`config.mk`:
```
export PLATFORM = sky130hd
export DESIGN_NAME = inst_loader
export DESIGN_NICKNAME = d
export VERILOG_FILES = /design/src/rtl/inst_loader.sv
export SDC_FILE = /design/constraint.sdc
export NUM_CORES = 1
export LEC_CHECK = 0
export ABC_CLOCK_PERIOD_IN_PS = 2300
export BUFFER_PORTS_ARGS = -buffer_cell sky130_fd_sc_hd__buf_2
export CAP_MARGIN = 20
export CORE_UTILIZATION = 40
export CTS_CLUSTER_SIZE = 28
export DETAILED_ROUTE_END_ITERATION = 6
export HOLD_SLACK_MARGIN = 0.1
export MAX_ROUTING_LAYER = met4
export PLACE_DENSITY = 0.62
export SLEW_MARGIN = 20
export SYNTH_ARGS = -nofsm -noshare
export SYNTH_HDL_FRONTEND = slang
export SYNTH_SLANG_ARGS = --single-unit
```
`constraint.sdc`:
```
create_clock -name Clk -period 2.3 [get_ports Clk]
set_input_delay 0.69 -clock Clk [delete_from_list [all_inputs] [get_ports Clk]]
set_output_delay 0.69 -clock Clk [all_outputs]
set_load 0.03 [all_outputs]
```
`src/rtl/inst_loader.sv`:
```
// inst_loader: fills an instruction memory with 9-bit machine-code words taken
// from an 8-bit byte stream. Each word takes two bytes: the low byte supplies
// bits [7:0], bit 0 of the high byte supplies bit 8 (the other high-byte bits
// are dropped). Words are written to consecutive addresses starting at 0.
//
// Ports
//   Clk      : system clock, rising edge
//   Reset_n  : asynchronous active-low reset
//   Start    : load request, only looked at while idle
//   Len      : number of words to load (A+1 bits), captured with Start
//   InByte   : byte stream data
//   InValid  : InByte is valid
//   InReady  : loader accepts a byte this cycle
//   WrEn     : one-cycle instruction memory write strobe
//   WrAddr   : instruction memory write address
//   WrData   : instruction word being written
//   Busy     : load in progress (holds the CPU off)
//   Done     : one-cycle pulse when a load completes
//   Err      : one-cycle pulse when Start is rejected (Len too large)
//
// State table
//   S_IDLE  | waiting for Start
//   S_LO    | waiting for the low byte of the current word
//   S_HI    | waiting for the high byte of the current word
//   S_WRITE | write strobe for the assembled word
//   S_FIN   | Done pulse, then back to idle
module inst_loader #(
  parameter int A = 10,
  parameter int W = 9
) (
  input  logic         Clk,
  input  logic         Reset_n,
  input  logic         Start,
  input  logic [A:0]   Len,
  input  logic [7:0]   InByte,
  input  logic         InValid,
  output logic         InReady,
  output logic         WrEn,
  output logic [A-1:0] WrAddr,
  output logic [W-1:0] WrData,
  output logic         Busy,
  output logic         Done,
  output logic         Err
);

  typedef enum logic [2:0] {
    S_IDLE  = 3'd0,
    S_LO    = 3'd1,
    S_HI    = 3'd2,
    S_WRITE = 3'd3,
    S_FIN   = 3'd4
  } state_t;

  localparam logic [A:0] LEN_MAX = (A+1)'(1) << A;

  state_t     state, state_nxt;
  logic [A:0] len_q;
  logic [A:0] cnt;
  logic [A:0] cnt_inc;
  logic       xfer;
  logic       load;
  logic       err_nxt;

  // InReady is registered and is high exactly in S_LO/S_HI, so it doubles
  // as the "this state accepts bytes" qualifier.
  assign xfer    = InValid & InReady;
  assign cnt_inc = cnt + (A+1)'(1);

  always_comb begin
    state_nxt = state;
    load      = 1'b0;
    err_nxt   = 1'b0;
    unique case (state)
      S_IDLE: begin
        if (Start) begin
          if (Len == '0) begin
            state_nxt = S_FIN;
          end else if (Len > LEN_MAX) begin
            err_nxt = 1'b1;
          end else begin
            load      = 1'b1;
            state_nxt = S_LO;
          end
        end
      end
      S_LO:    if (xfer) state_nxt = S_HI;
      S_HI:    if (xfer) state_nxt = S_WRITE;
      S_WRITE: state_nxt = (cnt_inc == len_q) ? S_FIN : S_LO;
      S_FIN:   state_nxt = S_IDLE;
      default: state_nxt = S_IDLE;
    endcase
  end

  always_ff @(posedge Clk or negedge Reset_n) begin
    if (!Reset_n) begin
      state   <= S_IDLE;
      len_q   <= '0;
      cnt     <= '0;
      InReady <= 1'b0;
      WrEn    <= 1'b0;
      WrAddr  <= '0;
      WrData  <= '0;
      Busy    <= 1'b0;
      Done    <= 1'b0;
      Err     <= 1'b0;
    end else begin
      state   <= state_nxt;
      // Status outputs are decoded from the next state so they line up
      // with the state register and come straight out of flops.
      InReady <= (state_nxt == S_LO) || (state_nxt == S_HI);
      WrEn    <= (state_nxt == S_WRITE);
      Busy    <= (state_nxt != S_IDLE);
      Done    <= (state_nxt == S_FIN);
      Err     <= err_nxt;

      if (load) begin
        len_q  <= Len;
        cnt    <= '0;
        WrAddr <= '0;
      end

      if (state == S_LO && xfer) WrData[7:0] <= InByte;
      if (state == S_HI && xfer) WrData[W-1] <= InByte[0];

      // WrAddr wraps to 0 naturally after the last word of a full-depth load.
      if (state == S_WRITE) begin
        cnt    <= cnt_inc;
        WrAddr <= WrAddr + A'(1);
      end
    end
  end

endmodule
```
==> reports/metrics.cfg, run 1 <==
[run_status]
status = completed

[setup_path]
start_kind = flip-flop
r2r_end = Done$_DFF_PN0_
r2r-start = cnt[0]$_DFFE_PN0P_
critPathMaxFanout = 5
r2r_slack_ps = 120
cp.required_ps = 2530
crit_type = reg2reg
arrival_ps = 2410
r2r_cells = 7
cp-end-kind = flip-flop

[clock_tree]
htree_levels = 2
cts_tree = yes
clockRootBuffer = clkbuf_8
clockBufferDepth = 2
clk_pin_slew_ps = 100
insertion_delay_ps = 310
cts_resized = 0
cts_buffers = 5
postCtsHoldBufs = 0
postCtsSetupRepairBufs = 0
clock-sinks = 49

[yosys]
synth-seq-cells = 49
synth_cell_types = 48
synth_cells = 247
postSynthAreaPerCell_um2 = 10.39
synthArstFlopShare_pct = 100.0
synth_edf_count = 0
yosysSeqAreaShare_pct = 47.76
ys_warn_count = 0
synth_ff_type = dfrtp_1
synthesis.area_um2 = 2567
synth_nets = 272

[pwr]
p_leak_nw = 1.362
power.total_mw = 3.264
p_per_area_nw_per_um2 = 1063
ir_drop_v = 0.0006334

[layout]
antenna_cells = 0
fillerInstances = 578
nNetsFinal = 331
syn2layout_area_growth_pct = 19.59
drive_above_1_share_pct = 32.90

[floorplanning]
core_area_um2 = 6061
io-pin-count = 47
die_x_um = 82.12
num_rows = 28
start_util_pct = 42.36
die_area_um2 = 6743
die_y_um = 82.12

[timing]
relSlewSlack_pct = 72.81
tightest_slew_ps = 405.0
post-route-period-util_pct = 94.81
setup_viol = 0
hold_violations = 0
final-max-slew-violation-count = 0
fmax_mhz = 458.6
rsz0062_at_grt = no
skew_ps = 9.825
period_needed_ps = 2181
hold_ws_ps = 343.3

[place]
port_buffers = 46
gp_congestion = 0.7903
dp.final_hpwl_um = 3934

[drt]
dr.first_iter.drc_count = 130
vias = 2069
routed_wirelength_um = 5553
vias_per_cell = 5.416
drc = 0
drt_pre_antenna_iters = 4
ant_nets = 0
post_drt_wl_per_cell_um = 14.54

[grt]
grt_antenna_before_repair = 0
grt_pass1_wl_um = 9087
grt_pass1_vias = 1911
grt_usage_pct = 18.59
grt_start_max_net_pins = 50
overflow = 0

[min_path]
hp-class = in2async

[flow_run]
cap_viol_max_count = 0

-- metrics by stage --
step	instances	util [%]	worst slack, ps	setup TNS [ps]	area, µm²
2_1_floorplan	247	-	25.48	0	2567
3_3_place_gp	374	49.09	3.439	0	2975
3_5_place_dp	374	49.09	-15.75	-74.94	2975
4_1_cts	382	50.60	126.0	0	3067
5_1_grt	382	50.66	1.498	0	3070
6_report	382	50.66	119.3	0	3070
-- worst max-delay path by stage --
stage                                   from                     to  slack [ps]  depth (start not counted)
after global routing      cnt[0]$_DFFE_PN0P_         Done$_DFF_PN0_           1                          7
after floorplan                       Len[5]  len_q[10]$_DFFE_PN0P_          30                          6
after CTS                 cnt[0]$_DFFE_PN0P_         Done$_DFF_PN0_         130                          7
after detailed placement              Len[5]   len_q[0]$_DFFE_PN0P_         -20                          8
final                     cnt[0]$_DFFE_PN0P_         Done$_DFF_PN0_         120                          7
after global placement                Len[5]   len_q[3]$_DFFE_PN0P_           3                          8
-- sequential cells by signal (all words and copies together), names as in the netlist --
| signal | cells |
|---|---|
| WrEn | 1 |
| WrData | 9 |
| cnt | 11 |
| Done | 1 |
| WrAddr | 10 |
| Err | 1 |
| state | 3 |
| len_q | 11 |
| Busy | 1 |
| InReady | 1 |
-- worst max-delay path: stages (launching register included) --
cell and delay (ps):
dfrtp_1 400, ha_1 260, and2_1 210, a31o_1 230
a211oi_2 180, o2111ai_1 200, or4_4 530, o31ai_1 80
-- cells by family after synthesis --
group,count (synthesis),share of synthesized area (%)
AOI/OAI and AO/OA,59,14.57
and+or+nand+nor,86,17.79
xor gates and xnor gates,13,5.166
buffers and inverters,14,3.411
adders and majority gates,2,0.9745
DFF,49,47.76
muxes,24,10.33
-- cell usage after synthesis (2+ instances only) --
cell type	number	area share, %
nor4_1	4	0.97
o41ai_1	2	0.68
o22ai_1	2	0.49
and2_1	5	1.2
dfrtp_1	49	48
nand2_1	23	3.4
a21oi_1	11	2.1
buf_2	4	0.78
o221ai_1	2	0.68
nand3_1	13	2.5
and3_1	2	0.49
xnor2_1	8	2.7
mux2_2	16	7.0
a211oi_1	3	0.88
nor4b_2	2	1.2
nand4_1	5	1.2
or2_1	2	0.49
o21ai_1	5	0.97
ha_1	2	0.97
mux2_1	4	1.8
clkbuf_1	5	0.73
o21ai_0	20	3.9
nor2_1	18	2.6
mux2i_1	4	1.6
xor2_1	4	1.4
o31ai_1	6	1.8
a31oi_1	2	0.49
buf_6	4	1.8
-- cell usage in the layout (no fill, tap or decap), types with 5 or more instances in the layout --
| master | count |
|---|---|
| mux2_2 | 16 |
| and2_1 | 5 |
| nand2_1 | 23 |
| nand3_1 | 13 |
| nor2_1 | 18 |
| o21ai_0 | 20 |
| o31ai_1 | 6 |
| nand4_1 | 5 |
| o21ai_1 | 5 |
| buf_2 | 46 |
| clkbuf_8 | 5 |
| buf_4 | 17 |
| xnor2_1 | 8 |
| dfrtp_1 | 49 |
| a21oi_1 | 11 |
-- layer usage --
metal	vias up	GRT usage (%)	share of wire (%)
met4	0	6.316	1.8
met1	994	23.76	46
li1	1019	-	-
met3	9	3.956	4.5
met5	-	-	0
met2	47	29.26	48
-- power breakdown --
group	leakage (nW)	switching [mW]	total, mW	internal, mW
combinational	0.685	0.777	1.38	0.605
sequential	0.629	0.240	1.36	1.12
clock	0.0481	0.306	0.522	0.216
total	1.36	1.32	3.26	1.94
-- final cells by class --
cell class | count | area, µm² | area share (%)
clock buffer | 5 | 68.82 | 2.241
sequential | 49 | 1226 | 39.93
inverter | 1 | 3.754 | 0.1222
tap | 75 | 93.84 | 3.056
multi-input combinational | 184 | 1257 | 40.95
timing repair buffer | 65 | 397.9 | 12.96
clock inverter | 3 | 22.52 | 0.7335
Power figures use the tool's default switching activity.
==> run 2: changes to the inputs <==
--- a/config.mk
+++ b/config.mk
@@ -6,7 +6,7 @@
 export NUM_CORES = 1
 export LEC_CHECK = 0
 export ABC_CLOCK_PERIOD_IN_PS = 2300
-export BUFFER_PORTS_ARGS = -buffer_cell sky130_fd_sc_hd__buf_2
+export BUFFER_PORTS_ARGS = -buffer_cell sky130_fd_sc_hd__buf_4
 export CAP_MARGIN = 20
 export CORE_UTILIZATION = 40
 export CTS_CLUSTER_SIZE = 28
==> run 2 against run 1 <==
Via count is 0.29% higher. Routed wire length is 1.4% higher. Sequential power hardly changed. Hold slack better by 51 ps. Die area stayed put. Setup slack better by 44 ps. Count of clock-buffer cells in the layout is 2 higher. Clock power hardly changed. Fmax is 2.1% higher. Final cell count is 0.52% lower. Combinational power is 5% higher. Sequential share of layout area is 1.1 points lower. Critical endpoint unchanged. Highest routed layer unchanged.
==> reports/metrics.cfg, run 2 (same netlist as run 1, synthesis figures left out) <==
[run_status]
status = completed

[setup_path]
critPathSlowestCell = or4_4
crit_chain = ha_1 > and2_1 > a31o_1 > a211oi_2 > o2111ai_1 > or4_4 > o31ai_1
crit_family = simple AND/OR/NAND/NOR gates
cp-end-kind = flip-flop
crit_type = reg2reg
arrival_ps = 2340
r2r-start = cnt[0]$_DFFE_PN0P_
crit_start = cnt[0]$_DFFE_PN0P_
r2r_slack_ps = 160
cpPeakStageDelay_ps = 520
critPathMaxFanout = 5
start_kind = flip-flop
worst-path-buf-inv = 0
cp.required_ps = 2510

[flow_run]
cap_viol_max_count = 0

[layout]
layout.cells.most_common = buf_4
syn2layout_area_growth_pct = 23.10
final-instance-count-excl-fill = 380
antenna_cells = 0
fin_util_pct = 52.15
reg.largest.list = cnt (11), len_q (11), WrAddr (10)
nNetsFinal = 330
drive_above_1_share_pct = 32.13
final_cell_mix = buf_4 (63), dfrtp_1 (49), nand2_1 (23)

[timing]
skew_ps = 5.466
timing.final.ws_setup_ps = 163.1
fmax_mhz = 468.0
tightest_slew_ps = 629.4
relSlewSlack_pct = 58.04
period_needed_ps = 2137
rsz0062_at_grt = no
hold_violations = 0
setup_viol = 0
final-max-slew-violation-count = 0
post-route-period-util_pct = 92.91
hold_ws_ps = 394.3

[pwr]
p_comb_share_pct = 43.5
pwr-share-seq_pct = 40.8
switching_power_mw = 1.292
internal_power_mw = 2.043
p_leak_nw = 1.376
ir_drop_v = 0.0006265
power.total_mw = 3.335
p_sw_share_pct = 38.74
p_per_area_nw_per_um2 = 1055
clkPwrFrac_pct = 15.7

[floorplanning]
die_area_um2 = 6743
io-pin-count = 47
die_x_um = 82.12
die_y_um = 82.12
num_rows = 28
start_util_pct = 42.36
core_area_um2 = 6061

[place]
port_buffers = 46
dp.final_hpwl_um = 3970
dp.cells = 373
dp_slack_ps = -35.68
gp_congestion = 0.8414

[clock_tree]
insertion_delay_ps = 310
clockBufferDepth = 2
clockRootBuffer = clkbuf_8
cts_tree = yes
cts_buffers = 5
clock-sinks = 49
htree_levels = 2
clk_pin_slew_ps = 90

[grt]
grt_pass1_vias = 1906
overflow = 0
grt_start_max_net_pins = 50
grt_usage_pct = 18.98
grt_antenna_before_repair = 0
grt_pass1_wl_um = 9183

[drt]
drt_pre_antenna_iters = 4
routed_wirelength_um = 5629
drc = 0
ant_nets = 0
vias = 2075
dr.first_iter.drc_count = 124
post_drt_wl_per_cell_um = 14.81
vias_per_cell = 5.461

[min_path]
hp-class = in2async

-- run 2: cell count changes in the layout (fill, tap and decap cells not counted), sizes merged --
cell	before	now
clkbuf	5	7
buf	65	64
clkinv	3	0
-- run 2: worst paths after layout --
path / endpoint / cells past startpoint
setup / recovery: Done$_DFF_PN0_ / 7
hold / removal: WrAddr[2]$_DFFE_PN0P_ / 1
setup reg to reg: Done$_DFF_PN0_ / 7
hold reg to reg: WrAddr[9]$_DFFE_PN0P_ / 1
max in group asynchronous: state[0]$_DFF_PN0_ / 1
min in group Clk: WrAddr[9]$_DFFE_PN0P_ / 1
-- run 2: power by group through the flow --
stage	Clock, mW	Sequential (mW)	Combinational (mW)
2_1_floorplan	0	1.56	0.759
3_5_place_dp	0	1.38	1.46
3_3_place_gp	0	1.37	1.44
4_1_cts	0.539	1.36	1.46
5_1_grt	0.571	1.41	1.58
6_report	0.522	1.36	1.45
-- run 2: stage by stage --
| stage | setup TNS [ps] | instance area, µm² |
|---|---|---|
| 3_5_place_dp | -304.4 | 3070 |
| 4_1_cts | 0 | 3157 |
| 5_1_grt | 0 | 3161 |
| 6_report | 0 | 3161 |
| 2_1_floorplan | 0 | 2567 |
| 3_3_place_gp | -97.07 | 3070 |
-- run 2: layout make-up --
class	count	area, µm²
Clock buffer	7	86.33
Fill cell	563	2900
Inverter	1	3.754
Multi-Input combinational cell	184	1257
Sequential cell	49	1226
Tap cell	75	93.84
Timing Repair Buffer	64	493.0
-- run 2: routing by layer --
metal | vias to the layer above | GRT usage, % | share of wire, %
met1 | 1021 | 24.62 | 48
met4 | 0 | 5.789 | 1.2
met2 | 34 | 30.08 | 48
met5 | - | - | 0
li1 | 1013 | - | -
met3 | 7 | 3.626 | 3.3
-- run 2: what timing repair did --
item,4_1_cts,5_1_grt
gates resized for setup,0,1
setup buffers,0,0
endpoints found under the setup margin,0,1
hold buffers,0,0
==> run 3: changes to the inputs <==
--- a/config.mk
+++ b/config.mk
@@ -8,12 +8,12 @@
 export ABC_CLOCK_PERIOD_IN_PS = 2300
 export BUFFER_PORTS_ARGS = -buffer_cell sky130_fd_sc_hd__buf_4
 export CAP_MARGIN = 20
-export CORE_UTILIZATION = 40
+export CORE_UTILIZATION = 39
 export CTS_CLUSTER_SIZE = 28
 export DETAILED_ROUTE_END_ITERATION = 6
 export HOLD_SLACK_MARGIN = 0.1
 export MAX_ROUTING_LAYER = met4
-export PLACE_DENSITY = 0.62
+export PLACE_DENSITY = 0.61
 export SLEW_MARGIN = 20
 export SYNTH_ARGS = -nofsm -noshare
 export SYNTH_HDL_FRONTEND = slang
==> run 3 against run 2 <==
Via count rose by 1.3%. Flip-flop and latch count stayed put. Die area rose by 2.5%. Setup slack better by 1.6 ps.
==> reports/metrics.cfg, run 3 (same netlist as run 1, synthesis figures left out) <==
[setup_path]
start_kind = flip-flop
cp.required_ps = 2470
r2r_cells = 8
critPathMaxFanout = 4
arrival_ps = 2300
crit_type = reg2reg
cp-end-kind = flip-flop

[timing]
skew_ps = 3.767
relSlewSlack_pct = 57.91
setup_viol = 0
period_needed_ps = 2135
rsz0062_at_grt = no
fmax_mhz = 468.3
post-route-period-util_pct = 92.84
hold_violations = 0
tightest_slew_ps = 631.3
final-max-slew-violation-count = 0

[clock_tree]
htree_levels = 2
cts_buffers = 5
postCtsSetupRepairBufs = 0
clock-sinks = 49
clockBufferDepth = 2
clockRootBuffer = clkbuf_8
cts_tree = yes
insertion_delay_ps = 300
cts_resized = 0
clk_pin_slew_ps = 90
postCtsHoldBufs = 0

[drt]
dr.first_iter.drc_count = 117
vias = 2102
vias_per_cell = 5.418
drt_pre_antenna_iters = 4
drc = 0
routed_wirelength_um = 5554
post_drt_wl_per_cell_um = 14.31
ant_nets = 0

[grt]
grt_usage_pct = 17.24
overflow = 0
grt_antenna_before_repair = 0
grt_pass1_vias = 1969
grt_start_max_net_pins = 50
grt_pass1_wl_um = 9384

[layout]
nNetsFinal = 335
fillerInstances = 609
drive_above_1_share_pct = 33.12
layout.cells.most_common = buf_4
syn2layout_area_growth_pct = 24.37
reg.largest.list = cnt (11), len_q (11), WrAddr (10)
antenna_cells = 0
final_cell_mix = buf_4 (68), dfrtp_1 (49), nand2_1 (23)
fin_util_pct = 50.29

[pwr]
p_leak_nw = 1.401
p_per_area_nw_per_um2 = 1034
power.total_mw = 3.302
ir_drop_v = 0.0006317

[floorplanning]
io-pin-count = 47
die_area_um2 = 6911
start_util_pct = 40.43
die_y_um = 83.14
die_x_um = 83.14
core_area_um2 = 6350
num_rows = 29

[place]
port_buffers = 46
dp.final_hpwl_um = 3976
gp_congestion = 0.7944

[min_path]
hp-class = in2async

[run_status]
status = completed

[flow_run]
cap_viol_max_count = 0

==> run 3: changes by cell type in the layout (fill, tap and decap cells not counted) <==
cell      delta
or4_4        -1
or4_1        +1
buf_4        +5
clkinv_2     +2
clkbuf_8     -1
==> run 3: where the power goes <==
group          switching [mW]  total (mW)  internal (mW)
combinational           0.778        1.46          0.681
sequential              0.232        1.35           1.12
clock                   0.278       0.490          0.211
total                    1.29        3.30           2.01
==> run 3: final timing paths <==
kind | from | slack, ps | to
min | Reset_n | 410 | WrAddr[9]$_DFFE_PN0P_
min reg2reg | WrAddr[9]$_DFFE_PN0P_ | 490 | WrAddr[9]$_DFFE_PN0P_
max reg2reg | cnt[0]$_DFFE_PN0P_ | 160 | InReady$_DFF_PN0_
max | cnt[0]$_DFFE_PN0P_ | 160 | InReady$_DFF_PN0_
min in group Clk | WrAddr[9]$_DFFE_PN0P_ | 490 | WrAddr[9]$_DFFE_PN0P_
max in group asynchronous | Reset_n | 1470 | len_q[6]$_DFFE_PN0P_
==> run 3: critical path, stage by stage, from the launching register on <==
cell	delay, ps
dfrtp_1	390
ha_1	220
and2_1	190
a31o_1	230
a211oi_2	180
o2111ai_1	180
buf_4	170
nor4_1	360
a211oi_1	90
==> run 3: per-stage QoR <==
stage	TNS [ps]	instances	setup WS [ps]	instance area, µm²	hold slack [ps]
after floorplan	0	247	25.48	2567	394.4
after global placement	-245.5	380	-26.13	3110	479.2
after detailed placement	-744.1	380	-78.61	3110	483.0
after CTS	0	388	171.2	3193	435.5
after global routing	0	388	49.56	3193	452.6
final	0	388	164.8	3193	407.9
==> run 3: cell type report <==
cell class | count | area (µm²) | share of cell area [%]
tap | 77 | 96.34 | 3.017
clock buffer | 6 | 72.57 | 2.273
multi-input combinational | 184 | 1254 | 39.26
clock inverter | 2 | 10.01 | 0.3135
timing repair buffer | 69 | 530.5 | 16.61
inverter | 1 | 3.754 | 0.1176
sequential | 49 | 1226 | 38.40
==> run 3: per-layer routing <==
layer / global-route usage [%] / part of all wire (%)
met1: 22.27 / 48
met2: 28.46 / 49
met3: 3.082 / 2.7
met4: 3.762 / 0.68
met5: - / 0
